## src/rtl/approx_error_monitor.sv

```systemverilog
// Error-metric checker for exhaustive approximate-circuit evaluation: scores 2^PI_W vectors
// in ascending input order. Define APPROX_ERR_LOG_EN to capture the first mismatching vector.
module approx_error_monitor #(
  parameter int PI_W  = 7,
  parameter int PO_W  = 4,
  parameter int ACC_W = 32
) (
  input  logic             clk,
  input  logic             rst,
  input  logic             start,
  input  logic             in_valid,
  output logic             in_ready,
  input  logic [PI_W-1:0]  in_pi,
  input  logic [PO_W-1:0]  in_apx,
  input  logic [PO_W-1:0]  in_ref,
  output logic             busy,
  output logic             done,
  output logic [ACC_W-1:0] err_count,
  output logic [ACC_W-1:0] hd_sum,
  output logic [ACC_W-1:0] ae_sum,
  output logic [PO_W-1:0]  max_ae,
  output logic             seq_err,
  output logic [PI_W-1:0]  first_pi,
  output logic [PO_W-1:0]  first_apx,
  output logic [PO_W-1:0]  first_ref
);

  localparam int POP_W = $clog2(PO_W + 1);
  // One extra index bit keeps the last-vector compare distinct from the wrapped value.
  localparam logic [PI_W:0] LAST_IDX = {1'b0, {PI_W{1'b1}}};

  typedef enum logic [1:0] {IDLE, RUN, DRAIN, DONE} state_t;

  state_t            state;
  state_t            state_nxt;
  logic              hs;
  logic              start_run;
  logic              vec_mis;
  logic              pi_mis;
  logic [PI_W:0]     exp_idx;
  logic [PO_W-1:0]   diff_bits;
  logic [POP_W-1:0]  pop_cnt;
  logic [PO_W-1:0]   abs_diff;
  logic              s1_valid;
  logic              s1_mis;
  logic [POP_W-1:0]  s1_pop;
  logic [PO_W-1:0]   s1_abs;

  assign hs        = in_valid & in_ready;
  assign start_run = start & ((state == IDLE) | (state == DONE));
  assign vec_mis   = (in_apx != in_ref);
  assign pi_mis    = ({1'b0, in_pi} != exp_idx);

  function automatic logic [ACC_W-1:0] sat_add(input logic [ACC_W-1:0] a,
                                               input logic [ACC_W-1:0] b);
    logic [ACC_W:0] s;
    s = {1'b0, a} + {1'b0, b};
    return s[ACC_W] ? {ACC_W{1'b1}} : s[ACC_W-1:0];
  endfunction

  always_comb begin
    diff_bits = in_apx ^ in_ref;
    pop_cnt   = '0;
    for (int i = 0; i < PO_W; i++) begin
      pop_cnt = pop_cnt + POP_W'(diff_bits[i]);
    end
    abs_diff = (in_apx >= in_ref) ? (in_apx - in_ref) : (in_ref - in_apx);
  end

  always_comb begin
    state_nxt = state;
    case (state)
      IDLE, DONE: if (start) state_nxt = RUN;
      RUN:        if (hs && (exp_idx == LAST_IDX)) state_nxt = DRAIN;
      DRAIN:      state_nxt = DONE;
      default:    state_nxt = IDLE;
    endcase
  end

  // Handshake outputs are registered straight from the next state.
  always_ff @(posedge clk or posedge rst) begin
    if (rst) begin
      state    <= IDLE;
      in_ready <= 1'b0;
      busy     <= 1'b0;
      done     <= 1'b0;
    end else begin
      state    <= state_nxt;
      in_ready <= (state_nxt == RUN);
      busy     <= (state_nxt == RUN) || (state_nxt == DRAIN);
      done     <= (state_nxt == DONE);
    end
  end

  always_ff @(posedge clk or posedge rst) begin
    if (rst) begin
      exp_idx   <= '0;
      seq_err   <= 1'b0;
      s1_valid  <= 1'b0;
      s1_mis    <= 1'b0;
      s1_pop    <= '0;
      s1_abs    <= '0;
      err_count <= '0;
      hd_sum    <= '0;
      ae_sum    <= '0;
      max_ae    <= '0;
    end else begin
      s1_valid <= hs;
      if (hs) begin
        s1_mis  <= vec_mis;
        s1_pop  <= pop_cnt;
        s1_abs  <= abs_diff;
        exp_idx <= exp_idx + 1'b1;
        if (pi_mis) seq_err <= 1'b1;
      end
      if (start_run) begin
        exp_idx   <= '0;
        seq_err   <= 1'b0;
        err_count <= '0;
        hd_sum    <= '0;
        ae_sum    <= '0;
        max_ae    <= '0;
      end else if (s1_valid) begin
        err_count <= sat_add(err_count, ACC_W'(s1_mis));
        hd_sum    <= sat_add(hd_sum, ACC_W'(s1_pop));
        ae_sum    <= sat_add(ae_sum, ACC_W'(s1_abs));
        if (s1_abs > max_ae) max_ae <= s1_abs;
      end
    end
  end

`ifdef APPROX_ERR_LOG_EN
  logic logged;

  always_ff @(posedge clk or posedge rst) begin
    if (rst) begin
      logged    <= 1'b0;
      first_pi  <= '0;
      first_apx <= '0;
      first_ref <= '0;
    end else if (start_run) begin
      logged    <= 1'b0;
      first_pi  <= '0;
      first_apx <= '0;
      first_ref <= '0;
    end else if (hs && vec_mis && !logged) begin
      logged    <= 1'b1;
      first_pi  <= in_pi;
      first_apx <= in_apx;
      first_ref <= in_ref;
    end
  end
`else
  assign first_pi  = '0;
  assign first_apx = '0;
  assign first_ref = '0;
`endif

endmodule

```

## config.mk

```make
export PLATFORM = sky130hd
export DESIGN_NAME = approx_error_monitor
export DESIGN_NICKNAME = d
export VERILOG_FILES = /design/src/rtl/approx_error_monitor.sv
export SDC_FILE = /design/constraint.sdc
export NUM_CORES = 1
export LEC_CHECK = 0
export ABC_AREA = 0
export CAP_MARGIN = 10
export CORE_MARGIN = 4
export CORE_UTILIZATION = 35
export DETAILED_ROUTE_END_ITERATION = 10
export GPL_TIMING_DRIVEN = 1
export HOLD_SLACK_MARGIN = 0.1
export SYNTH_ARGS = -nofsm -noshare
export SYNTH_HDL_FRONTEND = slang
export SYNTH_SLANG_ARGS = --single-unit
```

## constraint.sdc

```tcl
create_clock -name clk -period 8.33 [get_ports clk]
set_clock_uncertainty 0.05 [all_clocks]
set_input_delay 1.666 -clock clk [delete_from_list [all_inputs] [get_ports clk]]
set_output_delay 1.666 -clock clk [all_outputs]
set_load 0.02 [all_outputs]
```

==> flow_summary_export.csv <==
group,metric,value,unit
worst_setup_path,crit_path_cell_trace,"clkdlybuf4s50_1, nand2_1, inv_1, nand4_1, nor4_1, o22a_1, o21ai_0, ha_1, inv_1",
placed_design,pre_cts_ws,4170,ps
sta,final_number_of_setup_violating_endpoints,0,
worst_setup_path,critical_path_arrival,3950,ps
yosys,synth_top_cell_area_share,41.8,%
global_route,grt_start_max_net_pins,73,
worst_setup_path,path_class,"input port to flop",
global_route,grt_antenna_before_repair,0,
global_route,grt.total_usage,17.4,%
placed_design,place.gp.congestion,0.840,
global_route,residual_overflow_from_global_routing,0,
route,routed_wire_length_per_instance,16.8,um
yosys,yosys_warnings,0,
sta,fin_crit_sh,44.4,%
floorplanning,dieWidth,153,um
yosys,synthTopCellsByArea,"dfrtp_1 (42%), ha_1 (4.6%), a21oi_1 (3.5%), a31oi_1 (3.1%), nor3_1 (3.1%)",
yosys,ys_dominant_reg_cell,"dfrtp_1",
yosys,synth_enable_flop_cells,0,
yosys,most_common_cell_in_the_netlist,"dfrtp_1",
sta,timing_hold_violations_final,0,
min_path,min_path_type,"flop to flop",
route,route.antenna.remaining_nets,0,
clocking,depth_of_the_cts_h_tree,4,
yosys,synthDominantAreaCellType,"dfrtp_1",
clocking,ctsRootBufferMaster,"clkbuf_16",
placed_design,numPortBuffers,122,
layout,synthToLayoutAreaGrowth,26.5,%
power,power.density_cell_area,331,nW/um2
clocking,clock_tree_from_tritoncts,"built",
global_route,grt_first_pass_wirelength,33.9,mm
worst_setup_path,critPathCaptureType,"flop",
clocking,cts.repair.resized,0,
job,drv.max_cap_violation_count,0,
worst_setup_path,start_kind,"input port",
route,routed-via-count,6712,
yosys,synth-async-reset-ratio,100,%
global_route,via_count_of_the_first_global_routing_pass,6339,
yosys,syn_area_per_cell,9.03,um2
clocking,max-clock-path-buffers,2,
clocking,cts_hold_repair.buffers,0,
route,vias_per_cell,5.57,
layout,layout.nets,974,
worst_setup_path,crit_path_max_incr_delay,470,ps
yosys,cell_area_after_synthesis,7370,um2
layout,antenna-diode-count,0,
sta,timing_worst_slew_pin_value,954,ps
route,route.final.wire_length,20.3,mm
floorplanning,dieArea,23400,um2
status,outcome,"finished clean",
floorplanning,chipHeight,153,um
worst_setup_path,cp.required,8580,ps
route,dr.first_iter.drc_count,406,
sta,rsz0062_at_grt,"no",
worst_setup_path,critical_path.slowest_cell,"clkdlybuf4s50_1",
placed_design,dpl.hpwl,14.1,mm
yosys,synth_seq_cells,123,
sta,max_freq,271,MHz
worst_setup_path,path_common_cell,"inv_1",
sta,totalNegativeSetupSlack,0,ps
clocking,cts.sinks,123,
yosys,post_synth_most_frequent_cells,"dfrtp_1 (123), nor2_1 (59), nand2_1 (54)",
yosys,post_synth_num_cell_types,68,
route,drcViolationCount,0,
route,drt_first_pass_iters,5,
clocking,numCtsBuffers,17,
yosys,post_synth_inst_count,816,
clocking,number_of_buffers_added_for_setup_after_cts,0,
worst_setup_path,critPathMaxFanout,14,
floorplanning,initial_utilization,36.0,%
power,power.leakage,3.96,nW
worst_setup_path,setup.reg_to_reg.worst_slack,5180,ps
floorplanning,num_rows,52,
floorplanning,floorplan.core_area,20500,um2
sta,min_period,3700,ps
floorplanning,total_i_o_pin_count,138,
clocking,clk_pin_slew_worst_paths,50,ps
sta,final_critical_path_setup_slack,4630,ps
worst_setup_path,timing.critical_path.buf_inv,3,
sta,maxSlewViolCount,0,
layout,layout-drive-gt1-share,6.31,%
yosys,synth.yosys.seq_area_share,41.8,%
worst_setup_path,kind_of_cell_adding_the_most_delay_to_the_critical_path,"buffers and inverters",
sta,timing.slew.headroom,36.4,%
power,maximum_resistive_drop_on_vdd,0.143,mV
clocking,clock_latency_on_the_worst_skew_pair,410,ps
## registers in the layout, summed over array words and instances (netlist names), 2 cells and up
register and count:
s1_abs 4, max_ae 4, state 2, s1_pop 3, exp_idx 8, err_count 32, ae_sum 32, hd_sum 32
## cell usage in the layout (no fill, tap or decap), drive strengths merged, types with 5 or more instances in the layout
| master | count |
|---|---|
| and2 | 18 |
| clkdlybuf4s50 | 122 |
| conb | 15 |
| a31oi | 37 |
| nor2 | 59 |
| nand4 | 26 |
| fa | 5 |
| inv | 42 |
| a311oi | 17 |
| clkinv | 5 |
| o21ai | 43 |
| xor2 | 10 |
| and3 | 33 |
| ha | 27 |
| nand3 | 29 |
| xnor2 | 7 |
| and4 | 28 |
| dfrtp | 123 |
| buf | 6 |
| o21a | 5 |
| nand2 | 55 |
| clkbuf | 23 |
| o211a | 6 |
| a211oi | 18 |
| nor4 | 17 |
| a21oi | 51 |
| nor3 | 51 |
## routing by layer
metal	vias up	part of all wire, %	global-route usage (%)
met4	0	0.63	4.12
li1	3256	-	-
met3	12	4.6	4.04
met1	3286	48	23.8
met2	158	47	28.0
met5	-	0	0
## worst paths after layout
kind,start,end,cells after the start
worst min register to register,s1_pop[0]$_DFFE_PP0P_,s1_pop[0]$_DFFE_PP0P_,2
max in group asynchronous,rst,hd_sum[28]$_DFFE_PP0P_,3
worst max-delay path,in_valid,busy$_DFF_PP0_,9
worst max register to register,hd_sum[3]$_DFFE_PP0P_,hd_sum[8]$_DFFE_PP0P_,5
worst min-delay path,s1_pop[0]$_DFFE_PP0P_,s1_pop[0]$_DFFE_PP0P_,2
min in group asynchronous,rst,done$_DFF_PP0_,2
## cells by family (layout without fill, tap and decap cells)
kind of cell,after synthesis,in the layout,synth area share [%]
AND/OR/NAND/NOR,336,336,25.2
adder cells (fa/ha/maj),32,32,5.94
buffers and inverters,96,201,6.01
AO/OA/AOI/OAI,207,207,18.4
other,1,15,0.0509
multiplexers,4,4,0.543
flip-flops,123,123,41.8
XOR/XNOR,17,17,2.02
## through the flow
step,utilization (%),cells,total power [mW],hold WS [ps],instance area [um2]
3_5_place_dp,42.7,1174,2.39,438,8750
3_3_place_gp,42.7,1174,2.37,435,8750
2_1_floorplan,-,830,1.82,400,7420
5_1_grt,45.5,1205,3.32,489,9320
4_1_cts,45.5,1205,3.12,450,9320
6_report,45.5,1205,3.09,446,9320
## worst min-delay path, cell delays in order (launching register included)
cell	delay, ps
dfrtp_1	350
nand2_1	50
nand2_1	60
## where the power goes
part,switching (mW),internal (mW),leakage (nW)
Clock,0.259,0.460,0.283
Sequential,0.272,0.793,1.35
Combinational,0.711,0.595,2.32
## layout make-up
class                      count  area [um2]
sequential                   123        3080
fill                        2016       11200
clock inverter                 8        92.6
clock buffer                  23         478
multi-input combinational    611        3910
inverter                      42         160
timing repair buffer         128        1270
tap                          270         338
Note: power is estimated with default switching activity, not from simulation.
==> variant 1 (same settings) <==
The parameter `ACC_W` goes from 32 to 64.
--- a/src/rtl/approx_error_monitor.sv
+++ b/src/rtl/approx_error_monitor.sv
@@ -4,5 +4,5 @@
   parameter int PI_W  = 7,
   parameter int PO_W  = 4,
-  parameter int ACC_W = 32
+  parameter int ACC_W = 64
 ) (
   input  logic             clk,
Interface: changed (resized ae_sum, err_count and hd_sum); port bits go from 138 to 234. The function was not compared with the original's and may differ.
==> variant 1 against the original RTL <==
Power is 1.3% higher; sequential share of layout area is 0.26 points higher; worst hold slack better by 0.0030 ns; final cell count is 80% higher; wire length is 120% higher; sequential cell count is 96 higher; register-to-register slack worse by 0.53 ns; synthesized area is 78% higher; critical path depth is 1 lower; utilization is 0.68 points lower; worst setup slack better by 0.019 ns; cell area is 77% higher; largest power group is now sequential cells.
==> variant 1: results (changes against the original RTL) <==
[routing]
drt_iter0_drc=1254  ; +210%
totalWireLength_um=44900  ; +120%
routedWlPerCell_um=20.7  ; +23%
vias_per_cell=6.04  ; +8.4%

[place]
dpl.hpwl_um=31000  ; +120%
portBuffers=218  ; +79%
placedCellCount=2119  ; +80%
dpl_worst_slack_ns=4.17  ; +0.00122 ns
gp_congestion=0.923  ; +9.9%

[yosys]
synth_common_cells=dfrtp_1, nor2_1, o21ai_0, a21oi_1
synth_compound_gate_area_share_pct=22.6  ; +4.1 points
synth_adder_area_share_pct=3.34  ; -2.6 points
synth_cells=1497  ; +83%

[global_routing]
met3_usage_pct=4.85  ; +0.81 points
grt.total_usage_pct=21.2  ; +3.8 points

[run_status]
status=finished, final reports clean

[pwr]
seqPwrFrac_pct=39.0  ; +4.5 points
share_comb_of_total_power_pct=23.6  ; -19 points
peakVddDrop_uv=202  ; +42%

[hold_path]
min_to=s1_pop[2]

[critical_path]
cp.arrival_ns=4.07  ; +0.12 ns
crit_end=hd_sum[37]
critPathSlowestCell=o21ai_1
r2r.worst_path.cells=8  ; +3

[sta]
layout_min_cycle_time_ns=3.68  ; -0.0194 ns

[clock_network]
clock_latency_ns=0.55  ; +0.14 ns

[variant 1: changes by cell type in the layout (fill, tap and decap cells not counted), sizes merged, moves of 36 or more]
cell | before | now
o21ai | 43 | 103
nand4 | 26 | 72
o21a | 5 | 41
dfrtp | 123 | 219
nand3 | 29 | 74
nor3 | 51 | 96
a21oi | 51 | 97
nor2 | 59 | 120
a31oi | 37 | 82
clkdlybuf4s50 | 122 | 218
nand2 | 55 | 94
[variant 1: cell type report]
cell class	instances	area [um2]
Timing Repair Buffer	228	2260
Clock inverter	8	68.8
Fill cell	3613	20300
Clock buffer	41	818
Sequential cell	219	5480
Inverter	60	233
Tap cell	468	586
Multi-Input combinational cell	1144	7040
[variant 1: routing by layer]
layer  part of all wire (%)  routed length (um)
met5                      0                   0
met4                    3.0                1350
met3                    8.7                3900
met2                     45               20300
met1                     43               19400
==> variant 2 (same flow settings) <==
Made on the original files. The 4 states of `state_t` get a Gray code encoding in 2 bits.
--- a/src/rtl/approx_error_monitor.sv
+++ b/src/rtl/approx_error_monitor.sv
@@ -30,5 +30,5 @@
   localparam logic [PI_W:0] LAST_IDX = {1'b0, {PI_W{1'b1}}};
 
-  typedef enum logic [1:0] {IDLE, RUN, DRAIN, DONE} state_t;
+  typedef enum logic [1:0] {IDLE = 2'b00, RUN = 2'b01, DRAIN = 2'b11, DONE = 2'b10} state_t;
 
   state_t            state;
Formal check against the unedited RTL: no difference found for any inputs over 4 cycles, from zero or initial values and one cycle with rst high; so few cycles prove little.
==> variant 2 against the original RTL <==
Synthesized area shrank 1.5%; register-to-register slack worse by 0.30 ns; non-clock buffer count unchanged; critical path type unchanged; worst setup slack better by 0.18 ns; wire length is 1.6% lower; critical endpoint is now s1_abs[2]; count of clock-buffer cells in the layout up 1; cell area shrank 0.60%; sequential cell count unchanged; critical path depth unchanged; via count decreased by 0.76%.
Power is not compared: it rests on default switching activity, and its combinational part moved more than twofold at a synthesized area within 25%.
==> variant 2: results (changes against the original RTL) <==
[run_status]
status=finished, final reports clean

[clock_network]
postCtsSetupRepairBufs=0  ; unchanged
h-tree-depth=4  ; unchanged
cts_buffer_depth=2  ; unchanged
cts-resized-gates=0  ; unchanged

[sta]
relSlewSlack_pct=26.1  ; -10 points
hold_ws_ns=0.432  ; -0.0135 ns
layout_min_cycle_time_ns=3.51  ; -0.182 ns

[global_routing]
met1_usage_pct=24.3  ; +0.43 points
grt.total_usage_pct=17.3  ; -0.047 points
antenna_found_initial=0  ; unchanged
grt_pass1_vias=6293  ; -0.73%
use_met2_pct=26.4  ; -1.6 points
grt_pass1_wl_um=33300  ; -1.6%
grt_max_degree=63  ; -14%
met3_usage_pct=3.92  ; -0.12 points

[final_layout]
nets=969  ; -0.51%
drive_above_1_share_pct=4.82  ; -1.5 points
reg_top3=ae_sum (32), err_count (32), hd_sum (32)

[pwr]
p_int_mw=1.51
p_comb_mw=0.653
cellLeakagePower_nw=3.78
peakVddDrop_uv=150

[critical_path]
r2r.worst_path.cells=7  ; +2
ff2ff_setup_slack_ns=4.88  ; -0.30 ns
worstPathMaxFanout=2  ; -12
crit_end=s1_abs[2]
cpPeakStageDelay_ns=0.48
rr_startpoint=s1_abs[0]
critPathSlowestCell=clkdlybuf4s50_1
startpoint=in_apx[0]
cp.arrival_ns=3.80  ; -0.15 ns
r2r_end=ae_sum[11]

[routing]
vias_per_cell=5.53  ; -0.68%
totalWireLength_um=19900  ; -1.6%
drt_iter0_drc=423  ; +4.2%
wl_met1_um=9570  ; -0.99%
drt_pass1_iterations=5  ; unchanged
routedWlPerCell_um=16.6  ; -1.5%
wl_met3_um=1030  ; +11%
met2_length_um=9030  ; -5.3%

[place]
dpl.hpwl_um=13600  ; -3.3%
gp_congestion=0.828  ; -1.4%
placed_cell_area_mm2=0.00865  ; -1.2%
placedCellCount=1173  ; -0.085%
dpl_worst_slack_ns=4.37  ; +0.200 ns

[yosys]
synth_compound_gate_area_share_pct=18.9  ; +0.44 points
synth-xor-area-share_pct=2.29  ; +0.27 points
synth_common_cells=dfrtp_1, nand2_1, o21ai_0, nor2_1, a31oi_1
synth_mux_area_share_pct=0.965  ; +0.42 points
synth_cells=821  ; +0.61%
ys_warn_count=0  ; unchanged
async_flop_share_pct=100  ; unchanged
synth_adder_area_share_pct=5.34  ; -0.60 points
synth_area_leaders=dfrtp_1, o21ai_0, ha_1
yosysUniqueCellTypes=60  ; -12%
seq_area_frac_synth_pct=42.4  ; +0.65 points

[hold_path]
min_to=s1_pop[0]

==> variant 2: cell count changes after synthesis, sizes merged, moves of 6 or more <==
cell    unedited run  this run
and2              18         8
nor4              17        28
a21oi             51        33
a31oi             37        43
nor3              51        44
a41oi              3        10
o21ai             43        62
and4              28        13
nand2             55        62
a311oi            17         5
==> variant 2: layout make-up <==
cell class / instances / area [um2]
multi-input cells: 612 / 3810
fillers: 1989 / 11000
flip-flops and latches: 123 / 3080
clock buffers: 24 / 482
well taps: 270 / 338
repair buffers: 128 / 1270
clock inverters: 7 / 138
inverters: 40 / 153
==> variant 2: worst max-delay path: cells and delay by family <==
family	cells	cell delay, ns
buffers and inverters	2	0.53
adder cells (fa/ha/maj)	2	0.61
AO/OA/AOI/OAI	4	0.65
AND/OR/NAND/NOR	1	0.35
